`src/rtl/rf_arb_pkg.sv`:
```
// Shared widths, requester indices and the buffered-write entry type for the
// register-file write arbiter.
package rf_arb_pkg;
  localparam int DATA_W = 16;
  localparam int SEL_W  = 3;

  localparam int REQ_WB = 0;
  localparam int REQ_MC = 1;

  typedef struct packed {
    logic [SEL_W-1:0]  sel;
    logic [DATA_W-1:0] data;
  } entry_t;
endpackage

```
`src/rtl/rf_wr_fifo.sv`:
```
// Per-requester write FIFO; exposes every slot's valid/sel so the arbiter can
// answer "is a write to this register still in flight".
module rf_wr_fifo #(
  parameter int DEPTH  = 2,
  parameter int DATA_W = 16,
  parameter int SEL_W  = 3
) (
  input  logic                          clk_i,
  input  logic                          rst_ni,
  input  logic                          push_i,
  input  logic [SEL_W-1:0]              push_sel_i,
  input  logic [DATA_W-1:0]             push_data_i,
  input  logic                          pop_i,
  output logic [SEL_W-1:0]              head_sel_o,
  output logic [DATA_W-1:0]             head_data_o,
  output logic                          head_valid_o,
  output logic                          full_o,
  output logic [DEPTH-1:0]              ent_valid_o,
  output logic [DEPTH-1:0][SEL_W-1:0]   ent_sel_o
);
  localparam int PTR_W = $clog2(DEPTH);
  localparam int CNT_W = PTR_W + 1;

  logic [SEL_W-1:0]  sel_q  [DEPTH];
  logic [DATA_W-1:0] data_q [DEPTH];
  logic [PTR_W-1:0]  wr_ptr_q, wr_ptr_d;
  logic [PTR_W-1:0]  rd_ptr_q, rd_ptr_d;
  logic [CNT_W-1:0]  cnt_q, cnt_d;
  logic              do_push, do_pop;

  assign full_o       = (cnt_q == CNT_W'(DEPTH));
  assign head_valid_o = (cnt_q != '0);
  assign do_push      = push_i & ~full_o;
  assign do_pop       = pop_i & head_valid_o;
  assign head_sel_o   = sel_q[rd_ptr_q];
  assign head_data_o  = data_q[rd_ptr_q];

  always_comb begin
    wr_ptr_d = wr_ptr_q;
    rd_ptr_d = rd_ptr_q;
    cnt_d    = cnt_q;
    if (do_push) wr_ptr_d = wr_ptr_q + 1'b1;
    if (do_pop)  rd_ptr_d = rd_ptr_q + 1'b1;
    case ({do_push, do_pop})
      2'b10:   cnt_d = cnt_q + 1'b1;
      2'b01:   cnt_d = cnt_q - 1'b1;
      default: cnt_d = cnt_q;
    endcase
  end

  always_ff @(posedge clk_i or negedge rst_ni) begin
    if (!rst_ni) begin
      wr_ptr_q <= '0;
      rd_ptr_q <= '0;
      cnt_q    <= '0;
      for (int i = 0; i < DEPTH; i++) begin
        sel_q[i]  <= '0;
        data_q[i] <= '0;
      end
    end else begin
      wr_ptr_q <= wr_ptr_d;
      rd_ptr_q <= rd_ptr_d;
      cnt_q    <= cnt_d;
      if (do_push) begin
        sel_q[wr_ptr_q]  <= push_sel_i;
        data_q[wr_ptr_q] <= push_data_i;
      end
    end
  end

  // A slot is live when its distance from the read pointer is below the count.
  for (genvar i = 0; i < DEPTH; i++) begin : g_ent
    logic [PTR_W-1:0] off;
    assign off            = PTR_W'(i) - rd_ptr_q;
    assign ent_valid_o[i] = ({1'b0, off} < cnt_q);
    assign ent_sel_o[i]   = sel_q[i];
  end
endmodule

```
`src/rtl/rf_write_arbiter.sv`:
```
// Shares the register file's single write port between pipeline writeback and
// the multicycle unit, with in-flight query and forwarding for decode.
module rf_write_arbiter
  import rf_arb_pkg::*;
#(
  parameter int DATA_W     = rf_arb_pkg::DATA_W,
  parameter int SEL_W      = rf_arb_pkg::SEL_W,
  parameter int FIFO_DEPTH = 2
) (
  input  logic              clk,
  input  logic              rst,
  input  logic              req0_valid,
  input  logic [SEL_W-1:0]  req0_sel,
  input  logic [DATA_W-1:0] req0_data,
  output logic              req0_ready,
  input  logic              req1_valid,
  input  logic [SEL_W-1:0]  req1_sel,
  input  logic [DATA_W-1:0] req1_data,
  output logic              req1_ready,
  output logic              write,
  output logic [SEL_W-1:0]  writeregsel,
  output logic [DATA_W-1:0] writedata,
  input  logic [SEL_W-1:0]  q1_sel,
  input  logic [SEL_W-1:0]  q2_sel,
  output logic              q1_pending,
  output logic              q2_pending,
  output logic              q1_fwd_valid,
  output logic              q2_fwd_valid,
  output logic [DATA_W-1:0] q1_fwd_data,
  output logic [DATA_W-1:0] q2_fwd_data,
  output logic              err
);
  logic                              req_valid [2];
  logic [SEL_W-1:0]                  req_sel   [2];
  logic [DATA_W-1:0]                 req_data  [2];
  logic                              push      [2];
  logic                              pop       [2];
  logic                              full      [2];
  logic                              hvalid    [2];
  logic [SEL_W-1:0]                  hsel      [2];
  logic [DATA_W-1:0]                 hdata     [2];
  logic [FIFO_DEPTH-1:0]             ent_vld   [2];
  logic [FIFO_DEPTH-1:0][SEL_W-1:0]  ent_sel   [2];

  logic              gnt_vld, gnt_idx;
  logic              rr_q, rr_d;
  logic              write_q;
  logic [SEL_W-1:0]  writeregsel_q;
  logic [DATA_W-1:0] writedata_q;
  logic              err_q, err_d;
  logic              stall_q [2];
  logic              stall_d [2];
  logic [SEL_W-1:0]  stall_sel_q  [2];
  logic [DATA_W-1:0] stall_data_q [2];
  logic [SEL_W-1:0]  qsel    [2];
  logic [1:0]        buf_hit;
  logic [1:0]        fwd;

  assign req_valid[0] = req0_valid;
  assign req_valid[1] = req1_valid;
  assign req_sel[0]   = req0_sel;
  assign req_sel[1]   = req1_sel;
  assign req_data[0]  = req0_data;
  assign req_data[1]  = req1_data;

  for (genvar r = 0; r < 2; r++) begin : g_fifo
    assign push[r] = req_valid[r] & ~full[r];
    assign pop[r]  = gnt_vld & (gnt_idx == 1'(r));

    rf_wr_fifo #(
      .DEPTH  (FIFO_DEPTH),
      .DATA_W (DATA_W),
      .SEL_W  (SEL_W)
    ) u_fifo (
      .clk_i        (clk),
      .rst_ni       (rst),
      .push_i       (push[r]),
      .push_sel_i   (req_sel[r]),
      .push_data_i  (req_data[r]),
      .pop_i        (pop[r]),
      .head_sel_o   (hsel[r]),
      .head_data_o  (hdata[r]),
      .head_valid_o (hvalid[r]),
      .full_o       (full[r]),
      .ent_valid_o  (ent_vld[r]),
      .ent_sel_o    (ent_sel[r])
    );
  end

  assign req0_ready = ~full[REQ_WB];
  assign req1_ready = ~full[REQ_MC];

  // Same destination on both heads: the multicycle op is older, so it goes first.
  always_comb begin
    gnt_vld = 1'b0;
    gnt_idx = 1'(REQ_WB);
    rr_d    = rr_q;
    if (hvalid[REQ_WB] && hvalid[REQ_MC]) begin
      gnt_vld = 1'b1;
      if (hsel[REQ_WB] == hsel[REQ_MC]) begin
        gnt_idx = 1'(REQ_MC);
      end else begin
        gnt_idx = rr_q;
        rr_d    = ~rr_q;
      end
    end else if (hvalid[REQ_WB]) begin
      gnt_vld = 1'b1;
      gnt_idx = 1'(REQ_WB);
    end else if (hvalid[REQ_MC]) begin
      gnt_vld = 1'b1;
      gnt_idx = 1'(REQ_MC);
    end
  end

  always_comb begin
    err_d = err_q;
    for (int r = 0; r < 2; r++) begin
      stall_d[r] = req_valid[r] & full[r];
      if (stall_q[r] && (!req_valid[r] || req_sel[r] != stall_sel_q[r] ||
                         req_data[r] != stall_data_q[r]))
        err_d = 1'b1;
    end
  end

  always_ff @(posedge clk or negedge rst) begin
    if (!rst) begin
      rr_q          <= 1'b0;
      write_q       <= 1'b0;
      writeregsel_q <= '0;
      writedata_q   <= '0;
      err_q         <= 1'b0;
      for (int r = 0; r < 2; r++) begin
        stall_q[r]      <= 1'b0;
        stall_sel_q[r]  <= '0;
        stall_data_q[r] <= '0;
      end
    end else begin
      rr_q    <= rr_d;
      write_q <= gnt_vld;
      if (gnt_vld) begin
        writeregsel_q <= hsel[gnt_idx];
        writedata_q   <= hdata[gnt_idx];
      end
      err_q <= err_d;
      for (int r = 0; r < 2; r++) begin
        stall_q[r]      <= stall_d[r];
        stall_sel_q[r]  <= req_sel[r];
        stall_data_q[r] <= req_data[r];
      end
    end
  end

  assign qsel[0] = q1_sel;
  assign qsel[1] = q2_sel;

  always_comb begin
    buf_hit = '0;
    for (int q = 0; q < 2; q++)
      for (int r = 0; r < 2; r++)
        for (int i = 0; i < FIFO_DEPTH; i++)
          if (ent_vld[r][i] && ent_sel[r][i] == qsel[q]) buf_hit[q] = 1'b1;
  end

  assign fwd[0] = write_q & (writeregsel_q == q1_sel);
  assign fwd[1] = write_q & (writeregsel_q == q2_sel);

  assign write        = write_q;
  assign writeregsel  = writeregsel_q;
  assign writedata    = writedata_q;
  assign err          = err_q;
  assign q1_pending   = buf_hit[0] | fwd[0];
  assign q2_pending   = buf_hit[1] | fwd[1];
  assign q1_fwd_valid = fwd[0];
  assign q2_fwd_valid = fwd[1];
  assign q1_fwd_data  = fwd[0] ? writedata_q : '0;
  assign q2_fwd_data  = fwd[1] ? writedata_q : '0;
endmodule
```
`config.mk`:
```
export PLATFORM = sky130hd
export DESIGN_NAME = rf_write_arbiter
export DESIGN_NICKNAME = d
export VERILOG_FILES = /design/src/rtl/rf_arb_pkg.sv /design/src/rtl/rf_wr_fifo.sv /design/src/rtl/rf_write_arbiter.sv
export SDC_FILE = /design/constraint.sdc
export NUM_CORES = 1
export LEC_CHECK = 0
export ABC_AREA = 1
export CORE_ASPECT_RATIO = 0.5
export CORE_UTILIZATION = 30
export DETAILED_ROUTE_END_ITERATION = 8
export SYNTH_ARGS = -nofsm -noshare
export SYNTH_HDL_FRONTEND = slang
export SYNTH_SLANG_ARGS = --single-unit
```
`constraint.sdc`:
```
create_clock -name clk -period 2.95 [get_ports clk]
set_clock_uncertainty 0.2 [all_clocks]
set_input_delay 0.7375 -clock clk [delete_from_list [all_inputs] [get_ports clk]]
set_output_delay 0.7375 -clock clk [all_outputs]
set_load 0.03 [all_outputs]
```
# Word level (Yosys, flattened, before mapping)
# Cells that the tools add are included.
# totals
regBits	146
word_cells	168
output_inout_bits	59
inputBits	48
# classes
n_eq_ne	21
order_cmp	11
bitwise	24
n_mux	50
n_addsub	12
reduce_logical	25
# op_table
op	count
2-to-1 mux 16 bit	13
bitwise mux 32 bit	2
== test 3 bit	11
2-to-1 mux 3 bit	11
demux 16 bit (select 1 bit)	2
!= test 16 bit	2
2-to-1 mux 1 bit	16
logical AND 1 bit	13
AND 1 bit	12
bitwise mux 6 bit	2
>= comparator 2 bit, second input constant	5
inverter 1 -> 2 bit	5
nonzero test 2 bit	5
== test 2 bit, second input constant	4
less-than comparator 1 x 2 -> 1 bit	4
one-hot mux 2 bit (2 select lines)	2
demux 3 bit (select 1 bit)	2
!= test 3 bit	2
inverter 1 bit	5
adder 1 bit, second input constant	4
adder 2 x 1 -> 2 bit, second input constant	2
== test 2 x 1 -> 1 bit, second input constant	2
logical OR 1 bit	4
less-than comparator 2 x 1 -> 1 bit, second input constant	2
5 further kinds	11

# Longest topological paths before layout
# depth
ltp_word	12
ltp_mapped	15

# Modules after synthesis
# A second synthesis with hierarchy kept.
# unflattened
cells_unflattened	1026
area_unflattened_um2	7587.3
# by_module_without_submodules
module	cells_each	n_inst	area_each_um2
rf_wr_fifo	263	2	2053.2
rf_write_arbiter	500	1	3480.8

# Least setup slack after synthesis
# No wires, ideal clock.
# synth_path
path_kind	input to output
start	in q2_sel[1]
end	out q2_fwd_data[11]
arrival_time_ns	2.533
stages	7
path_slack_ns	-0.521
required_time_ns	2.013
cell_sequence	buf_2 -> nand2_1 -> o21ai_0 -> nor4_2 -> inv_2 -> buf_6 -> nor2_1
# synth_between
elab_chain_cells	3
# synth_lines
item	line	source
start: declaration	rf_write_arbiter.sv:24	input logic [SEL_W-1:0] q2_sel,
== test 3 bit	rf_write_arbiter.sv:165	assign fwd[1] = write_q & (writeregsel_q == q2_sel);
AND 1 bit	rf_write_arbiter.sv:165	
net q2_fwd_valid	rf_write_arbiter.sv:28	output logic q2_fwd_valid,
2-to-1 mux 16 bit	rf_write_arbiter.sv:176	assign q2_fwd_data = fwd[1] ? writedata_q : '0;
end: declaration	rf_write_arbiter.sv:30	output logic [DATA_W-1:0] q2_fwd_data,
# The timed path passes the listed nets, and every way through them passes these cells.

# Final worst setup path
# layout_path
start	in q2_sel[1]
end	out q2_fwd_data[3]
# layout_between
elab_chain_cells	3
# layout_lines
item	line
== test 3 bit	rf_write_arbiter.sv:165
AND 1 bit	rf_write_arbiter.sv:165
2-to-1 mux 16 bit	rf_write_arbiter.sv:176
# Every way passes these cells.

==> results.json <==
{
  "end_kind": "output pin",
  "powerDensity_mw_per_mm2": 1170,
  "status": "completed",
  "finalMaxSlewViolations": 0,
  "io_pins": 107,
  "globalplace.congestion": 0.873,
  "regToRegEndpoint": "g_fifo[0].u_fifo.cnt_q[1]",
  "slew_headroom": 0.618,
  "finalHoldViolations": 0,
  "syn-num-nets": 871,
  "path_clk_slew_ns": 0.06,
  "numCtsBuffers": 17,
  "fmax_ghz": 0.351,
  "wl_per_cell_um": 14.5,
  "final_common_cell": "nand2_1",
  "crit_chain": "clkdlybuf4s15_1 -> nor2_1 -> nor4_4 -> inv_2 -> buf_12 -> nor2_1 -> buf_4",
  "wl_mm": 18.1,
  "path_depth": 7,
  "synth.ff_latch_count": 146,
  "rrSetupSlack_ns": 0.52,
  "p_sw_mw": 4.75,
  "start_kind": "primary input",
  "period_minus_slack_ns": 2.85,
  "netlist.top_cell.by_area": "dfrtp_1",
  "critPathBufInv": 4,
  "post-place-cells": 1220,
  "area_growth_pct": 33.4,
  "leakagePower_nw": 4.51,
  "critical_path_class": "primary input to output pin",
  "cts_tree": "yes",
  "cpPeakStageDelay_ns": 0.30,
  "crit_end": "q2_fwd_data[3]",
  "hp-class": "primary input to asynchronous set/reset pin",
  "detail_route.iter0.violations": 403,
  "ctsHtreeMaxLevel": 4,
  "pwr-share-comb": 0.493,
  "synthCells": 821,
  "die-area_mm2": 0.0241,
  "yosys.area.top_type_share": 0.520,
  "grt_pass1_wl_mm": 28.6,
  "p_seq_frac": 0.307,
  "power_frac_clock": 0.200,
  "syn_area_per_cell_um2": 8.56,
  "layout-drive-gt1-share": 0.171,
  "grt_use_total": 0.157,
  "hold_slack_ns": 0.0802,
  "num_vias": 5635,
  "final_cells": 1253,
  "clockBufferDepth": 2,
  "grt_max_degree": 58,
  "yosysWarningCount": 0,
  "core_area_mm2": 0.0229,
  "first_global_vias": 5194,
  "yosys-top-cells-area": "dfrtp_1 (52%), nand2_1 (12%), o21ai_0 (5.8%)",
  "hold_buffers": 0,
  "dr.pass1.iters": 5,
  "drv_cap": 0,
  "cts_sinks": 146,
  "die_h_um": 110,
  "fin_crit_sh": 0.966,
  "drcViolationCount": 0,
  "cp_slowest_cell": "nor4_4",
  "synth_area_mm2": 0.00703,
  "critPathMostFrequentCell": "nor2_1",
  "critPathRequiredTime_ns": 2.01,
  "grt-ovfl-total": 0,
  "cp_max_fo": 8,
  "start_util": 0.307,
  "finalNetCount": 985,
  "p_int_mw": 6.27,
  "yosysUniqueCellTypes": 32,
  "ir_worst_vdd_mv": 0.619,
  "die_w_um": 219,
  "r2r-start": "g_fifo[0].u_fifo.rd_ptr_q",
  "startpoint": "q2_sel[1]",
  "yosysSeqAreaShare": 0.520,
  "antenna_found_initial": 0,
  "worstMarginPinSlew_ns": 0.573,
  "port_buffers": 106,
  "finalSetupTns_ns": 0,
  "cts_root_buf": "clkbuf_16",
  "n_antenna_cell": 0,
  "final_cell_mix": "nand2_1 (221), dfrtp_1 (143), inv_1 (83)",
  "num_rows": 39,
  "setup-violations-final": 0,
  "insertion_delay_ns": 0.42,
  "reg2regPathDepth": 14,
  "p_sw_frac": 0.431,
  "hpwl_mm": 13.2,
  "viasPerCell": 4.50,
  "ant_nets": 0,
  "worst-endpoint-arrival_ns": 1.91,
  "cp_top_family": "buffers and inverters"
}
-- state kept, by name, summed over array words and instances, names as in the netlist --
| register | flops |
|---|---|
| rr_q | 1 |
| g_fifo.u_fifo.cnt_q | 4 |
| stall_q | 2 |
| stall_sel_q | 6 |
| writedata | 16 |
| writeregsel | 3 |
| g_fifo.u_fifo.wr_ptr_q | 2 |
| g_fifo.u_fifo.data_q | 64 |
| write | 1 |
| g_fifo.u_fifo.ent_sel_o | 12 |
| err | 1 |
| stall_data_q | 32 |
| g_fifo.u_fifo.rd_ptr_q | 2 |
-- power by group through the flow --
| stage | registers [mW] | clock network [mW] | logic, mW |
|---|---|---|---|
| floorplan | 3.48 | 0 | 3.42 |
| global placement | 3.38 | 0 | 5.14 |
| detailed placement | 3.41 | 0 | 5.22 |
| CTS | 3.39 | 2.24 | 5.45 |
| global route | 3.51 | 2.33 | 5.96 |
| finish | 3.39 | 2.20 | 5.43 |
-- how the worst min path moves through the flow --
stage | startpoint | endpoint | slack (ns)
2_1_floorplan | rst | err | 0.24
3_3_place_gp | rr_q | rr_q | 0.25
3_5_place_dp | rr_q | rr_q | 0.26
4_1_cts | rst | stall_sel_q[3] | 0.1
5_1_grt | rst | stall_sel_q[3] | 0.12
6_report | rst | stall_sel_q[3] | 0.08
-- worst reg2reg max path, stage by stage (launching register included) --
cell and delay (ns):
dfrtp_1 0.48, inv_2 0.17, nand2_1 0.06, nand2_1 0.10
nand2_1 0.06, nand2_1 0.07, nand3_2 0.09, nand3_2 0.10
nand2_4 0.12, nand2_1 0.13, inv_1 0.06, ha_1 0.31
a21oi_1 0.11, o21ai_0 0.10, xor2_1 0.15
-- final cells by class --
cell class | instances | area [um2]
inverter | 92 | 345
clock buffer | 20 | 467
tap | 307 | 384
timing repair buffer | 134 | 1360
multi-input combinational | 544 | 3030
fill | 2234 | 13500
sequential | 146 | 3660
clock inverter | 10 | 134
-- metrics by stage --
stage | instance area (um2) | setup slack (ns) | utilization | total power, mW
floorplan | 7250 | -0.165 | - | 6.91
global route | 9380 | -0.000161 | 0.410 | 11.8
finish | 9380 | 0.0999 | 0.410 | 11.0
CTS | 9390 | 0.00766 | 0.410 | 11.1
detailed placement | 8600 | -0.263 | 0.376 | 8.63
global placement | 8600 | -0.236 | 0.376 | 8.52
-- per-layer routing --
metal	track usage	share of wire	up-vias
met1	0.233	0.53	2683
met2	0.228	0.42	110
met4	0.0375	0.0075	0
met3	0.0351	0.044	13
li1	-	-	2829
met5	0	0	-
-- cell usage after synthesis, drive strengths merged --
master and instances:
xnor2 24, nor3 3, dfrtp 146, nand3 47, clkbuf 10, nor2 58
nand2 230, nor4 2, ha 2, o21ai 101, a21oi 7, inv 91
nand4 10, xor2 18, or2 5, buf 29, clkinv 1, o211ai 2
mux2i 32, o22ai 3
-- cells by family (layout without fill, tap and decap cells) --
group,Yosys count,in the layout,synth area share
adders and majority gates,2,2,0.00356
buffers and inverters,131,256,0.0838
muxes,32,32,0.0456
xor gates and xnor gates,42,42,0.0523
DFF,146,146,0.520
AOI/OAI and AO/OA,113,113,0.0817
and+or+nand+nor,355,355,0.214
-- repair_timing --
item,4_1_cts,5_1_grt
gates resized for setup,46,10
buffers inserted,1,0
gates cloned,2,0
pin swaps,7,2
endpoints found under the setup margin,35,34
Power figures use the tool's default switching activity.
